`src/rtl/ad9637_pkg.sv`:
```
// Shared types and command-word constants for the AD9637 configuration sequencer.
package ad9637_pkg;

  typedef enum logic [2:0] {
    S_IDLE,
    S_FETCH,
    S_LOAD_T,
    S_LOAD_H,
    S_GO,
    S_WAIT,
    S_CMPL,
    S_ERR
  } state_t;

  localparam int RW_BIT   = 23;
  localparam int ADDR_MSB = 20;
  localparam int ADDR_LSB = 8;

  localparam logic [12:0] REG_TRANSFER = 13'h0FF;
  localparam logic [23:0] TRANSFER_CMD = 24'h00FF01;

  function automatic logic is_read(input logic [23:0] cmd);
    return cmd[RW_BIT];
  endfunction

endpackage

```
`src/rtl/ad9637_cfg_sequencer_if.sv`:
```
// Host single-command request/acknowledge bus into the configuration sequencer.
interface ad9637_cfg_sequencer_if;
  logic        host_req;
  logic [23:0] host_cmd;
  logic        host_ack;
  logic [7:0]  host_rdata;
  logic        host_err;

  modport master (output host_req, output host_cmd,
                  input  host_ack, input  host_rdata, input host_err);
  modport slave  (input  host_req, input  host_cmd,
                  output host_ack, output host_rdata, output host_err);
endinterface

```
`src/rtl/ad9637_spi_handshake.sv`:
```
// begintogo pulse, done rising-edge detect and saturating timeout counter for one transfer.
module ad9637_spi_handshake #(
  parameter int TIMEOUT_CYC = 4096
) (
  input  logic clk,
  input  logic rst,
  input  logic start,
  input  logic waiting,
  input  logic spi_done,
  output logic spi_go,
  output logic cmpl,
  output logic tmo
);
  localparam int CW = (TIMEOUT_CYC > 1) ? $clog2(TIMEOUT_CYC) : 1;
  localparam logic [CW-1:0] CNT_LAST = CW'(TIMEOUT_CYC - 1);

  logic [CW-1:0] cnt;
  logic          done_q;

  always_ff @(posedge clk) begin
    if (rst) begin
      spi_go <= 1'b0;
      done_q <= 1'b0;
      cnt    <= '0;
    end else begin
      spi_go <= start;
      done_q <= spi_done;
      if (start)
        cnt <= '0;
      else if (waiting && cnt != '1)
        cnt <= cnt + CW'(1);
    end
  end

  // A done level carried over from the previous transfer has done_q high and is ignored.
  assign cmpl = waiting && spi_done && !done_q;
  assign tmo  = waiting && !cmpl && (cnt == CNT_LAST);

endmodule

```
`src/rtl/ad9637_cfg_sequencer.sv`:
```
// Plays the power-up command table into the AD9637 SPI engine, then serves host commands.
module ad9637_cfg_sequencer
  import ad9637_pkg::*;
#(
  parameter int TBL_DEPTH   = 16,
  parameter int TBL_AW      = 4,
  parameter int TIMEOUT_CYC = 4096,
  parameter int AUTO_INIT   = 1
) (
  input  logic                   clk,
  input  logic                   rst,
  input  logic                   init_start,
  output logic                   init_busy,
  output logic                   init_done,
  output logic                   init_err,
  output logic [TBL_AW-1:0]      tbl_addr,
  input  logic [23:0]            tbl_data,
  ad9637_cfg_sequencer_if.slave  host,
  output logic [23:0]            spi_cmd,
  output logic                   spi_go,
  input  logic                   spi_done,
  input  logic [7:0]             spi_rdata
);
  localparam logic [TBL_AW-1:0] ADDR_LAST = TBL_AW'(TBL_DEPTH - 1);

  state_t            state, state_d;
  logic              pend, pend_d;
  logic              src_host, src_host_d;
  logic              busy_d, done_d, err_d;
  logic [TBL_AW-1:0] addr_d;
  logic [23:0]       cmd_d;
  logic              ack_q, ack_d;
  logic [7:0]        rdata_q, rdata_d;
  logic              herr_q, herr_d;
  logic              cmpl, tmo;

  ad9637_spi_handshake #(.TIMEOUT_CYC(TIMEOUT_CYC)) u_hs (
    .clk      (clk),
    .rst      (rst),
    .start    (state == S_GO),
    .waiting  (state == S_WAIT),
    .spi_done (spi_done),
    .spi_go   (spi_go),
    .cmpl     (cmpl),
    .tmo      (tmo)
  );

  always_ff @(posedge clk) begin
    if (rst) begin
      state     <= S_IDLE;
      pend      <= (AUTO_INIT != 0);
      src_host  <= 1'b0;
      init_busy <= 1'b0;
      init_done <= 1'b0;
      init_err  <= 1'b0;
      tbl_addr  <= '0;
      spi_cmd   <= '0;
      ack_q     <= 1'b0;
      rdata_q   <= '0;
      herr_q    <= 1'b0;
    end else begin
      state     <= state_d;
      pend      <= pend_d;
      src_host  <= src_host_d;
      init_busy <= busy_d;
      init_done <= done_d;
      init_err  <= err_d;
      tbl_addr  <= addr_d;
      spi_cmd   <= cmd_d;
      ack_q     <= ack_d;
      rdata_q   <= rdata_d;
      herr_q    <= herr_d;
    end
  end

  always_comb begin
    state_d    = state;
    pend_d     = pend;
    src_host_d = src_host;
    busy_d     = init_busy;
    done_d     = init_done;
    err_d      = init_err;
    addr_d     = tbl_addr;
    cmd_d      = spi_cmd;
    ack_d      = 1'b0;
    rdata_d    = rdata_q;
    herr_d     = herr_q;
    case (state)
      S_IDLE: begin
        if (pend) begin
          state_d = S_FETCH;
          pend_d  = 1'b0;
          addr_d  = '0;
          busy_d  = 1'b1;
        end else if (host.host_req && !ack_q) begin
          // the ack cycle is skipped so a host still holding req is not served twice
          state_d = S_LOAD_H;
        end
      end
      S_FETCH:  state_d = S_LOAD_T;
      S_LOAD_T: begin
        cmd_d      = tbl_data;
        src_host_d = 1'b0;
        state_d    = S_GO;
      end
      S_LOAD_H: begin
        cmd_d      = host.host_cmd;
        src_host_d = 1'b1;
        state_d    = S_GO;
      end
      S_GO:     state_d = S_WAIT;
      S_WAIT: begin
        if (cmpl)     state_d = S_CMPL;
        else if (tmo) state_d = S_ERR;
      end
      S_CMPL: begin
        state_d = S_IDLE;
        if (src_host) begin
          ack_d   = 1'b1;
          rdata_d = spi_rdata;
          herr_d  = 1'b0;
        end else if (pend || init_start) begin
          // restart requested mid-run: IDLE reloads address 0
        end else if (tbl_addr == ADDR_LAST) begin
          done_d = 1'b1;
          busy_d = 1'b0;
        end else begin
          addr_d  = tbl_addr + TBL_AW'(1);
          state_d = S_FETCH;
        end
      end
      S_ERR: begin
        state_d = S_IDLE;
        if (src_host) begin
          ack_d   = 1'b1;
          herr_d  = 1'b1;
          rdata_d = '0;
        end else begin
          err_d  = 1'b1;
          busy_d = 1'b0;
        end
      end
      default: state_d = S_IDLE;
    endcase
    if (init_start) begin
      pend_d = 1'b1;
      done_d = 1'b0;
      err_d  = 1'b0;
    end
  end

  assign host.host_ack   = ack_q;
  assign host.host_rdata = rdata_q;
  assign host.host_err   = herr_q;

endmodule

```
`src/flat_wrapper.sv`:
```
// flat-port wrapper written by rule: the top's interface ports become plain ports
module ad9637_cfg_sequencer_flat import ad9637_pkg::*;
#(
  parameter int TBL_DEPTH   = 16,
  parameter int TBL_AW      = 4,
  parameter int TIMEOUT_CYC = 4096,
  parameter int AUTO_INIT   = 1
)
  (clk, rst, init_start, init_busy, init_done, init_err, tbl_addr, tbl_data, spi_cmd, spi_go, spi_done, spi_rdata, host_host_req, host_host_cmd, host_host_ack, host_host_rdata, host_host_err);
  ad9637_cfg_sequencer_if host_i ();
  input  logic clk;
  input  logic rst;
  input  logic init_start;
  output logic init_busy;
  output logic init_done;
  output logic init_err;
  output logic [TBL_AW-1:0] tbl_addr;
  input  logic [23:0] tbl_data;
  output logic [23:0] spi_cmd;
  output logic spi_go;
  input  logic spi_done;
  input  logic [7:0] spi_rdata;
  input wire logic [$bits(host_i.host_req)-1:0] host_host_req;
  input wire logic [$bits(host_i.host_cmd)-1:0] host_host_cmd;
  output wire logic [$bits(host_i.host_ack)-1:0] host_host_ack;
  output wire logic [$bits(host_i.host_rdata)-1:0] host_host_rdata;
  output wire logic [$bits(host_i.host_err)-1:0] host_host_err;
  assign host_i.host_req = host_host_req;
  assign host_i.host_cmd = host_host_cmd;
  assign host_host_ack = host_i.host_ack;
  assign host_host_rdata = host_i.host_rdata;
  assign host_host_err = host_i.host_err;
  ad9637_cfg_sequencer #(.TBL_DEPTH(TBL_DEPTH), .TBL_AW(TBL_AW), .TIMEOUT_CYC(TIMEOUT_CYC), .AUTO_INIT(AUTO_INIT)) u_core (.clk(clk), .rst(rst), .init_start(init_start), .init_busy(init_busy), .init_done(init_done), .init_err(init_err), .tbl_addr(tbl_addr), .tbl_data(tbl_data), .host(host_i), .spi_cmd(spi_cmd), .spi_go(spi_go), .spi_done(spi_done), .spi_rdata(spi_rdata));
endmodule
```
`config.mk`:
```
export PLATFORM = sky130hd
export DESIGN_NAME = ad9637_cfg_sequencer_flat
export DESIGN_NICKNAME = d
export VERILOG_FILES = /design/src/rtl/ad9637_pkg.sv /design/src/rtl/ad9637_cfg_sequencer_if.sv /design/src/rtl/ad9637_spi_handshake.sv /design/src/rtl/ad9637_cfg_sequencer.sv /design/src/flat_wrapper.sv
export SDC_FILE = /design/constraint.sdc
export NUM_CORES = 1
export LEC_CHECK = 0
export ABC_AREA = 1
export CORE_UTILIZATION = 42
export DETAILED_ROUTE_END_ITERATION = 10
export GPL_TIMING_DRIVEN = 0
export PLACE_DENSITY = 0.76
export SLEW_MARGIN = 20
export SYNTH_ARGS = -nofsm -noshare
export SYNTH_HDL_FRONTEND = slang
export SYNTH_SLANG_ARGS = --single-unit
```
`constraint.sdc`:
```
create_clock -name clk -period 1.6 [get_ports clk]
set_clock_uncertainty 0.1 [all_clocks]
set_input_delay 0.32 -clock clk [delete_from_list [all_inputs] [get_ports clk]]
set_output_delay 0.32 -clock clk [all_outputs]
set_load 0.005 [all_outputs]
```
Word-level counts from Yosys, hierarchy flattened
Index checks and enable logic that the tools add are counted.
- add/sub/neg operators: 2
- multipliers: 0
- divide/modulo/power cells: 0
- $lt $le $gt $ge: 0
- equal/unequal tests: 20
- shifts and indexed selects: 0
- mux-type cells: 28
- bitwise operators: 3
- reduce and logical (&&, ||, !) cells: 26
- operator list (cell ; count):
    $pmux 24 s2 ; 1
    $pmux 3 s7 ; 1
    $mux 3 ; 6
    $mux 4 ; 4
    $mux 8 ; 2
    $pmux 8 s2 ; 1
    $add 12x1->12 const B ; 1
    $eq 12x12->1 const B ; 1
    $eq 3x3->1 const B ; 4
    $ne 12x12->1 const B ; 1
    $reduce_or 2->1 ; 5
    $mux 1 ; 9
    $ne 2x1->1 const B ; 4
    $ne 2x2->1 const B ; 4
    $pmux 4 s2 ; 1
    $eq 3x2->1 const B ; 2
    $logic_and 1x1->1 ; 6
    $ne 3x1->1 const B ; 2
    $reduce_and 6->1 ; 1
    $reduce_bool 2->1 ; 3
    $reduce_and 5->1 ; 1
    $add 4x1->4 const B ; 1
    $eq 4x4->1 const B ; 1
    $pmux 1 s2 ; 2
    10 further kinds ; 15
- flip-flop bits (word level): 60
- latch bits: 0
- memory bits (writable): 0
- bits in read-only memories: 0
- input port bits: 61
- output and inout bits: 42
- word-level logic and storage cells: 93
- memories kept: 0

Logic depth before layout (Yosys ltp)
Gate-level depths: netlist of run 1.
- depth in word-level cells: 9
- mapped depth: 9
- depth with buffers taken out: 9

By module
A second synthesis of run 1 with hierarchy kept.
- cells, all modules: 440
- area, all modules: 2992.9 µm²
- by module, submodules not included (module ; instances ; cells each ; area each (µm²) ; seq. area each (µm²)):
    ad9637_cfg_sequencer ; 1 ; 326 ; 2259.7 ; 920.9
    ad9637_spi_handshake ; 1 ; 114 ; 733.2 ; 280.3

Worst setup path after synthesis of run 1
No wires, ideal clock.
- kind: flip-flop to flip-flop
- start: register u_core.u_hs.cnt[0]
- end: register u_core.u_hs.cnt[2]
- library setup time: 0.070 ns
- data arrival time: 1.332 ns
- data required time: 1.430 ns
- path slack: 0.098 ns
- cell stages (with the launch flop): 9
- buffers on the path: 1
- clock period less this slack: 1.502 ns
- cells stage by stage: dfxtp_1 -> ha_1 -> nand2_1 -> nor2_2 -> nand3_2 -> nand2_4 -> buf_6 -> nand2_1 -> a21oi_1
- word-level cells in the longest chain between the ends: 2
- elaborated cells between the ends (all ways): 3
- classes of those cells: 1 x add/sub; 1 x eq/ne; 1 x reduce/logical
- RTL lines (element ; line ; text):
    from (decl) ; ad9637_spi_handshake.sv:17 ; logic [CW-1:0] cnt;
    from (signal assigned) ; ad9637_spi_handshake.sv:31 ; cnt <= cnt + CW'(1);
    parallel branches: the longest is 2 deep, another holds $add 12x1->12 ; n/a ;
Several ways; the timed one is not identified.
A chain may end at the register's enable or synchronous reset.

Final worst setup path of run 1
- start: register u_core.u_hs.cnt[7]
- end: register u_core.u_hs.cnt[0]
- word-level cells in the longest chain between the ends: 2
- RTL lines (element ; line ; text):
    $ne 12x12->1 ; ad9637_spi_handshake.sv:30 ; else if (waiting && cnt != '1)
    $logic_and 1x1->1 ; ad9637_spi_handshake.sv:30 ;
Every way passes these cells.

==> results of run 1 <==
where the power goes:
part / internal [W] / total [W] / switching [W]
logic: 0.000521 / 0.00108 / 0.000560
registers: 0.00163 / 0.00170 / 0.0000783
clock network: 0.000602 / 0.00117 / 0.000571
total: 0.00275 / 0.00396 / 0.00121
stage by stage:
stage | instances | total power (W) | area [µm²]
final | 616 | 0.00396 | 4550
after detailed placement | 592 | 0.00285 | 4240
after CTS | 612 | 0.00397 | 4440
after floorplan | 394 | 0.00234 | 3100
after global routing | 616 | 0.00416 | 4550
after global placement | 592 | 0.00283 | 4240
sequential cells by signal, indices dropped and copies added, names as in the netlist, 3 cells and up:
name	count
u_core.spi_cmd	24
u_core.state	3
u_core.tbl_addr	4
u_core.u_hs.cnt	12
u_core.host.host_rdata	8
critical path, cell delays in order, from the launching register on:
cell and delay [ps]:
dfxtp_1 410, nand2_1 90, nor2_1 260, nand3_4 170
nand2_8 140, clkbuf_16 140, nand2_1 60, a21oi_2 120
cell usage after synthesis:
cell type   n  area share
a21oi_1    22       0.036
a31oi_1     4      0.0081
a211oi_1    1      0.0024
nor2_4      1      0.0036
inv_2       6      0.0073
buf_1       1      0.0012
a21oi_2     4       0.011
nor3_1      4      0.0065
o21ai_1    25       0.040
or2_0       2      0.0040
o21ai_0     3      0.0048
nand3_2     3      0.0097
nand3_1    25       0.040
nor2b_1     1      0.0020
nor2_1     33       0.040
buf_6       9       0.033
nand3_4     3       0.017
nand4_1    34       0.069
o21a_1      2      0.0048
nand2_4     2      0.0073
buf_2       8       0.013
nand2_2     3      0.0061
a31oi_2    20       0.081
xnor2_1     2      0.0057
ha_1        2      0.0081
inv_1      14       0.017
xor2_1      4       0.011
nor2_2      3      0.0061
nand2_1    83        0.10
clkinv_1    1      0.0012
a21boi_0    1      0.0024
clkbuf_1    5      0.0061
buf_4       3      0.0073
dfxtp_1    60        0.39
area by class of cell:
class                           count  area (µm²)  share of cell area
Multi-Input combinational cell    287        1680               0.369
Sequential cell                    60        1230               0.271
Timing Repair Buffer              110        1080               0.238
Buffer                             26         195              0.0429
Clock buffer                       14         153              0.0335
Tap cell                           96         120              0.0264
Inverter                           21        78.8              0.0173
Clock inverter                      2        10.0             0.00220
cell families after synthesis:
| kind of cell | count (synthesis) |
|---|---|
| AOI/OAI and AO/OA | 82 |
| adders and majority gates | 2 |
| xor gates and xnor gates | 6 |
| buffers and inverters | 47 |
| and+or+nand+nor | 197 |
| DFF | 60 |
worst max path at each step:
stage,to,slack (ps)
floorplan,u_core.u_hs.cnt[2]$_SDFFE_PP0P_,100
global placement,u_core.spi_cmd[17]$_SDFFE_PP0P_,-240
detailed placement,u_core.spi_cmd[12]$_SDFFE_PP0P_,-310
CTS,spi_cmd[6],0.2
global route,u_core.u_hs.cnt[0]$_SDFFE_PP0P_,-20
finish,u_core.u_hs.cnt[0]$_SDFFE_PP0P_,40
per-layer routing:
layer | vias up | track usage | routed length (µm) | share of wire
met1 | 1484 | 0.268 | 3640 | 0.43
met5 | - | 0 | 0 | 0
met4 | 0 | 0.0909 | 116 | 0.014
met3 | 11 | 0.0792 | 576 | 0.068
met2 | 114 | 0.388 | 4190 | 0.49
li1 | 1610 | - | - | -
timing repair:
item	CTS	global route
buffers inserted	4	3
cloned	0	1
endpoints found under the setup margin	51	42
pin swaps	0	3
gates resized for setup	52	27
==> results.md, run 1 <==
- Adder-cell share of the synthesized area: 0.00807
- CP arrival: 1730 ps
- Layout cells sized above 1: 0.210
- Syn Nets: 457
- Fin. Hold Viols: 0
- Residual DRC count: 0
- Max-Slew Margin vs Limit: 0.682
- Tightest Pin Transition: 477 ps
- Cell Area, Synth: 3100 µm²
- Grt ovf: 0
- Peak supply drop: 0.000575 V
- Most common cell after layout, fill and taps aside: nand2_1
- Post-CTS Hold Fix Bufs: 0
- Synth Area in Compound Gates: 0.190
- Die X: 87.9 µm
- Reg2Reg Launch Point: u_core.u_hs.cnt[7]$_SDFFE_PP0P_
- Crit-path max FO: 6
- Pwr Density: 869 nW/µm²
- CTS clk-pin slew, worst paths: 70 ps
- Max clock buf depth: 2
- Max Slew Vio Count: 0
- Mux contribution to synthesized area: 0
- Max-Cap Viols: 0
- Status: complete, no violations
- Cell count of the worst reg-to-reg path: 7
- Worst setup margin: 35.2 ps
- I/O Buffers: 102
- HP Class: reg -> reg
- CTS tree: done
- Cells after Synth: 394
- Worst r2r dst: u_core.u_hs.cnt[0]$_SDFFE_PP0P_
- Avg WL per Cell: 13.8 µm
- TNS Setup: 0 ps
- Post-synthesis cell type count: 34
- Row cnt: 30
- Worst setup EP type: flip-flop
- Fmax: 0.639 GHz
- Core box area: 6940 µm²
- First-pass GRT wire length: 13.8 mm
- Routed Antenna Nets: 0
- CP Class: reg -> reg
- Tcrit/Tclk final: 0.978
- Post-Synth Simple-Gate Area: 0.312
- Initial antenna violation count: 0
- Vias in the first global route: 3122
- Die extent in y: 87.9 µm
- Pre-CTS WS: -314 ps
- Post-DP HPWL: 6.14 mm
- Crit path time final: 1560 ps
- Die area: 7730 µm²
- Layout Area Growth over Synthesis: 46.9%
- Ant diodes: 0
- R2R setup slack: 40 ps
- Hold Path End: u_core.host.host_err$_SDFFE_PP0P_
- Drt pass-1 iters: 4
- Via count: 3219
- Drt via density: 5.23
- Nets@finish: 578
- CTS buffer count: 9
- IO Pins: 103
- Post-Synth XOR/XNOR Area: 0.0169
- Largest family of logic cells by synthesized area: simple AND/OR/NAND/NOR gates
- Post-synthesis sequential area ratio: 0.387
- Syn Area/Cell: 7.87 µm²
- Critical Path Source: u_core.u_hs.cnt[7]$_SDFFE_PP0P_
- Worst-skew pair later-pin latency: 340 ps
- Synth warn: 0
- Finished Core Util: 0.656
- Most frequent cells in the layout: 82 x nand2_1, 61 x clkdlybuf4s50_1, 44 x dfxtp_1, 34 x nand4_1, 33 x nor2_1
- CTS sink count: 60
- Worst setup SP type: flip-flop
- DRT Wirelength: 8.52 mm
- Drt initial violations: 126
- Largest net degree at the start of global routing: 11
- Routability cong.: 0.850
- Final Setup Violations: 0
- Fillers: 562
- Root Driver: clkbuf_8
- Fin Hold WS: 362 ps
- Crit path required time: 1770 ps
- Cells on Worst Hold Path: 2
- Post-synthesis register bit count: 60
- H-tree depth: 3
- Worst min-delay path startpoint: u_core.host.host_err$_SDFFE_PP0P_
- Initial Util: 0.446
- Static leakage: 1.95 nW
- GRT Total Usage: 0.230
Power figures use the tool's default switching activity.
==> inputs of run 2 (changes only) <==
CORE_MARGIN = 5   (was not set)
==> results.md, run 2 (synthesis gave the netlist of run 1 again) <==
- Status: complete, no violations
- CTS clk-pin slew, worst paths: 70 ps (about the same)
- Design area: 4550 µm² (unchanged)
- Final Setup Violations: 0 (unchanged)
- Fillers: 649 (+15%)
- Residual DRC count: 0 (unchanged)
- Tightest Pin Transition: 414 ps (-63.4 ps)
- Root Driver: clkbuf_8
- Via count: 3194 (-0.78%)
- Worst setup SP type: flip-flop
- Die area: 9200 µm² (+19%)
- CP max stage delay: 490 ps (+80 ps)
- Die extent in y: 95.9 µm (+9.1%)
- Grt ovf: 0 (unchanged)
- Total power after layout: 0.00429 W (+8.3%)
- Tcrit/Tclk final: 0.981 (+0.00319)
- Register area: 1220 µm² (-0.91%)
- Clk pwr share: 0.353 (+0.057)
- Largest net degree at the start of global routing: 11 (unchanged)
- Fin. Hold Viols: 0 (unchanged)
- Int Power: 0.00306 W (+11%)
- Pwr Density: 941 nW/µm² (+8.3%)
- Initial Util: 0.430 (-0.0167)
- Drt pass-1 iters: 7 (+3)
- Fmax: 0.637 GHz (-0.32%)
- Avg WL per Cell: 14.3 µm (+3.4%)
- Part of the power in registers: 0.396 (-0.035)
- Routability cong.: 0.871 (+2.4%)
- CTS sink count: 60 (unchanged)
- Routed Antenna Nets: 0 (unchanged)
- First-pass GRT wire length: 14.1 mm (+2.4%)
- CP top delay family: buffers and inverters
- Nets@finish: 576 (-0.35%)
- Core box area: 7210 µm² (+3.9%)
- Max-Cap Viols: 0 (unchanged)
- Gate power share: 0.251 (-0.022)
- I/O Buffers: 102 (unchanged)
- CP Class: reg -> out
- Most common cell after layout, fill and taps aside: nand2_1
- Static leakage: 1.94 nW (-0.86%)
- IO Pins: 103 (unchanged)
- Dpl cell area: 4250 µm² (about the same)
- Die X: 95.9 µm (+9.1%)
- TNS Setup: 0 ps (unchanged)
- Most frequent cells in the layout: 82 x nand2_1, 62 x clkdlybuf4s50_1, 51 x dfxtp_1, 34 x nand4_1, 32 x nor2_1
- Worst-skew pair later-pin latency: 330 ps (about the same)
- Post-DP HPWL: 6.56 mm (+6.9%)
- Multi-input logic area: 1670 µm² (-0.60%)
- Worst Path Buf+Inv: 1 (unchanged)
- Layout cells sized above 1: 0.199 (-0.0108)
- Initial antenna violation count: 0 (unchanged)
- Max clock buf depth: 2 (unchanged)
- CP arrival: 1150 ps (-580 ps)
- Worst path slowest cell: clkdlybuf4s50_1
- CTS buffer count: 9 (unchanged)
- Row cnt: 31 (+3.3%)
- Ant diodes: 0 (unchanged)
- Max-Slew Margin vs Limit: 0.724 (+0.0423)
- HP Class: reg -> reg
- Drt initial violations: 135 (+7.1%)
- Layout Area Growth over Synthesis: 46.9% (unchanged)
- Crit-path max FO: 2 (-4)
- Top reg by flops: u_core.spi_cmd
- GRT Total Usage: 0.194 (-0.0365)
- Peak supply drop: 0.000471 V (-18%)
- Switching share of power: 0.287 (-0.0187)
- Vias in the first global route: 3030 (-2.9%)
- Max Slew Vio Count: 0 (unchanged)
- Drt via density: 5.18 (-0.94%)
- Crit path time final: 1570 ps (+5.10 ps)
- Worst setup EP type: primary output
- CTS tree: done
- Worst path cell trace: clkdlybuf4s50_1
- Max FFs per register: 24 (unchanged)
- DRT Wirelength: 8.83 mm (+3.6%)
- P_sw: 0.00123 W (+1.7%)
- H-tree depth: 3 (unchanged)
- Crit path required time: 1180 ps (-590 ps)
==> run 2: changes by cell type in the layout (fill, tap and decap cells not counted), sizes merged <==
cell           delta
dlymetal6s2s      -1
buf               -2
clkdlybuf4s50     +1
clkbuf            -2
clkinvlp          +1
clkinv            -1
bufinv            +2
==> run 2: layout make-up <==
| class | count | area share |
|---|---|---|
| multi-input cells | 287 | 0.366 |
| flip-flops and latches | 60 | 0.268 |
| repair buffers | 108 | 0.231 |
| plain buffers | 26 | 0.0423 |
| clock buffers | 12 | 0.0319 |
| well taps | 99 | 0.0272 |
| inverters | 21 | 0.0173 |
| clock inverters | 4 | 0.0159 |
==> run 2: final timing paths <==
check / cells past startpoint / start / end / slack, ps
worst max-delay path: 1 / u_core.spi_cmd[15]$_SDFFE_PP0P_ / spi_cmd[15] / 30
worst min-delay path: 1 / u_core.init_err$_SDFFE_PP0P_ / u_core.init_err$_SDFFE_PP0P_ / 370
worst max register to register: 7 / u_core.tbl_addr[0]$_SDFFE_PP0P_ / u_core.tbl_addr[1]$_SDFFE_PP0P_ / 90
worst min register to register: 1 / u_core.init_err$_SDFFE_PP0P_ / u_core.init_err$_SDFFE_PP0P_ / 370
==> run 2: metrics by stage <==
step	std cells	setup slack [ps]	hold WS, ps	util
finish	617	30.1	365	0.631
global route	617	-21.3	385	0.631
CTS	613	0.847	368	0.619
detailed placement	595	-308	356	0.588
global placement	595	-289	352	0.588
floorplan	394	98.1	339	-
==> run 2: power groups by stage <==
stage	Clock (W)	Combinational (W)	Sequential, W
3_3_place_gp	0	0.00111	0.00173
3_5_place_dp	0	0.00112	0.00173
6_report	0.00151	0.00108	0.00170
5_1_grt	0.00159	0.00118	0.00171
4_1_cts	0.00151	0.00108	0.00170
2_1_floorplan	0	0.000607	0.00173
==> run 2: timing repair <==
item,4_1_cts,5_1_grt
gates resized for setup,41,28
hold endpoints to repair,0,0
setup buffers,2,4
hold buffers,0,0
endpoints found under the setup margin,45,43
pin swaps,0,3
==> run 2: routing by layer <==
metal,GRT usage,vias up,share of wire,wire (µm)
met3,0.0579,12,0.071,625
met4,0.0711,0,0.016,138
met1,0.242,1463,0.43,3820
li1,-,1609,-,-
met5,0,-,0,0
met2,0.315,110,0.48,4250
==> inputs of run 3 (changes only) <==
clock period = 1.4 ns   (was 1.6 ns; I/O delays follow)
==> results.md, run 3 (synthesis gave the netlist of run 1 again) <==
- Status: finished with violations
- Violated checks: negative setup slack
- Grt ovf: 0 (unchanged)
- Max-Cap Viols: 0 (unchanged)
- Register area: 1250 µm² (+1.9%)
- Max Slew Vio Count: 0 (unchanged)
- CP arrival: 1700 ps (+550 ps)
- Max FFs per register: 24 (unchanged)
- CP top delay family: simple AND/OR/NAND/NOR gates
- Post-CTS Hold Fix Bufs: 0 (unchanged)
- Fillers: 467 (-28%)
- TNS Setup: -2060 ps (-2060 ps)
- CTS buffer count: 9 (unchanged)
- CP Class: reg -> reg
- I/O Buffers: 102 (unchanged)
- Crit-path max FO: 6 (+4)
- Crit path required time: 1570 ps (+390 ps)
- GRT Total Usage: 0.234 (+0.0404)
- Final Setup Violations: 39 (+39)
- Layout cells sized above 1: 0.409 (+0.210)
- Routability cong.: 0.828 (-4.9%)
- Drt initial violations: 204 (+51%)
- Ant diodes: 0 (unchanged)
- P_sw: 0.00175 W (+42%)
- Clk pwr share: 0.313 (-0.040)
- Worst path cell trace: buf_12, nor2_4, buf_4, nand3_2, nand2_2, nand4_1, a21oi_2
- Tcrit/Tclk final: 1.09
- Worst Path Buf+Inv: 2 (+1)
- Design area: 5430 µm² (+19%)
- Initial Util: 0.430 (unchanged)
- Total power after layout: 0.00563 W (+31%)
- RSZ-0062 raised after global routing: yes
- Drt pass-1 iters: 5 (-2)
- Routed Antenna Nets: 0 (unchanged)
- Fmax: 0.655 GHz
- Drt via density: 5.61 (+8.3%)
- Switching share of power: 0.311 (+0.0238)
- Part of the power in registers: 0.355 (-0.041)
- Worst-skew pair later-pin latency: 340 ps (about the same)
- Avg WL per Cell: 17.5 µm (+22%)
- Crit path time final: 1530 ps
- Most frequent cells in the layout: 60 x clkdlybuf4s50_1, 58 x nand2_1, 42 x dlygate4sd2_1, 38 x dfxtp_1, 34 x nand4_1
- Vias in the first global route: 3568 (+18%)
- Initial antenna violation count: 0 (unchanged)
- Die area: 9200 µm² (unchanged)
- Via count: 3655 (+14%)
- Int Power: 0.00388 W (+27%)
- Worst setup SP type: flip-flop
- CTS clk-pin slew, worst paths: 70 ps (about the same)
- Most common cell after layout, fill and taps aside: clkdlybuf4s50_1
- Largest net degree at the start of global routing: 11 (unchanged)
- Residual DRC count: 0 (unchanged)
- Core box area: 7210 µm² (unchanged)
- Worst setup EP type: flip-flop
- H-tree depth: 3 (unchanged)
- Multi-input logic area: 2090 µm² (+25%)
- HP Class: reg -> reg
- Gate power share: 0.333 (+0.082)
- Worst path slowest cell: dfxtp_4
- Max-Slew Margin vs Limit: 0.704 (-0.0206)
- Nets@finish: 611 (+6.1%)
- DRT Wirelength: 11.4 mm (+29%)
- Post-DP HPWL: 6.52 mm (-0.61%)
- Die X: 95.9 µm (unchanged)
- First-pass GRT wire length: 16.9 mm (+20%)
- Max clock buf depth: 2 (unchanged)
- Non-filler instance count after layout: 652 (+5.7%)
- Tightest Pin Transition: 444 ps (+30.8 ps)
- Layout Area Growth over Synthesis: 75.1%
- Top reg by flops: u_core.spi_cmd
- Static leakage: 2.14 nW (+10%)
- Row cnt: 31 (unchanged)
- Root Driver: clkbuf_8
- IO Pins: 103 (unchanged)
- Pre-CTS WS: -472 ps (-164 ps)
- Pwr Density: 1040 nW/µm² (+10%)
- CTS tree: done
- Cells after DPL: 595 (unchanged)
- CP max stage delay: 370 ps (-120 ps)
- Dpl cell area: 4260 µm² (+0.35%)
- Peak supply drop: 0.000587 V (+25%)
- Die extent in y: 95.9 µm (unchanged)
- Fin. Hold Viols: 0 (unchanged)
- CTS sink count: 60 (unchanged)
- Worst setup margin: -127 ps (-157 ps)
[run 3: cell count changes in the layout (fill, tap and decap cells not counted), moves of 11 or more]
| cell | delta |
|---|---|
| nand2_2 | +17 |
| dlygate4sd2_1 | +11 |
| a21oi_1 | -15 |
| a21oi_2 | +15 |
| dfxtp_1 | -13 |
| buf_4 | +19 |
| nand2_1 | -24 |
| o21ai_2 | +11 |
| o21ai_1 | -15 |
[run 3: tightest hold or removal path, cell delays in order (launching register included)]
cell	delay, ps
dfxtp_2	330
nand2_1	60
a21oi_1	50
[run 3: path summary, 6_finish.rpt]
kind	startpoint	endpoint	cells past startpoint	slack, ps
setup / recovery	u_core.state[0]$_SDFFE_PP0P_	u_core.tbl_addr[1]$_SDFFE_PP0P_	7	-130
hold / removal	u_core.host.host_err$_SDFFE_PP0P_	u_core.host.host_err$_SDFFE_PP0P_	2	370
setup reg to reg	u_core.state[0]$_SDFFE_PP0P_	u_core.tbl_addr[1]$_SDFFE_PP0P_	7	-130
hold reg to reg	u_core.host.host_err$_SDFFE_PP0P_	u_core.host.host_err$_SDFFE_PP0P_	2	370
[run 3: per-layer routing]
layer | track usage | part of all wire | up-vias
li1 | - | - | 1685
met1 | 0.271 | 0.38 | 1765
met2 | 0.408 | 0.52 | 174
met3 | 0.0641 | 0.066 | 31
met4 | 0.0900 | 0.025 | 0
met5 | 0 | 0 | -
[run 3: what timing repair did]
item | in CTS | in global routing
gates cloned | 7 | 1
buffers inserted | 32 | 10
resized for setup | 135 | 101
setup endpoints to repair | 96 | 55
pin swaps | 16 | 22
[run 3: per-stage QoR]
stage                     utilization  hold WS [ps]
after detailed placement        0.591           361
after global placement          0.591           352
final                           0.753           368
after CTS                       0.711           365
after global routing            0.753           387
after floorplan                     -           303
[run 3: final cells by class]
| type | instances | share of cell area |
|---|---|---|
| buffer | 20 | 0.0392 |
| clock buffer | 11 | 0.0260 |
| clock inverter | 5 | 0.0138 |
| inverter | 21 | 0.0171 |
| multi-input combinational | 287 | 0.384 |
| sequential | 60 | 0.229 |
| tap | 99 | 0.0228 |
| timing repair buffer | 149 | 0.268 |
[run 3: power by group through the flow]
stage	registers (W)	clock network, W	logic, W
CTS	0.00195	0.00174	0.00174
floorplan	0.00198	0	0.000694
detailed placement	0.00198	0	0.00129
global placement	0.00198	0	0.00128
finish	0.00200	0.00176	0.00187
global route	0.00201	0.00185	0.00198
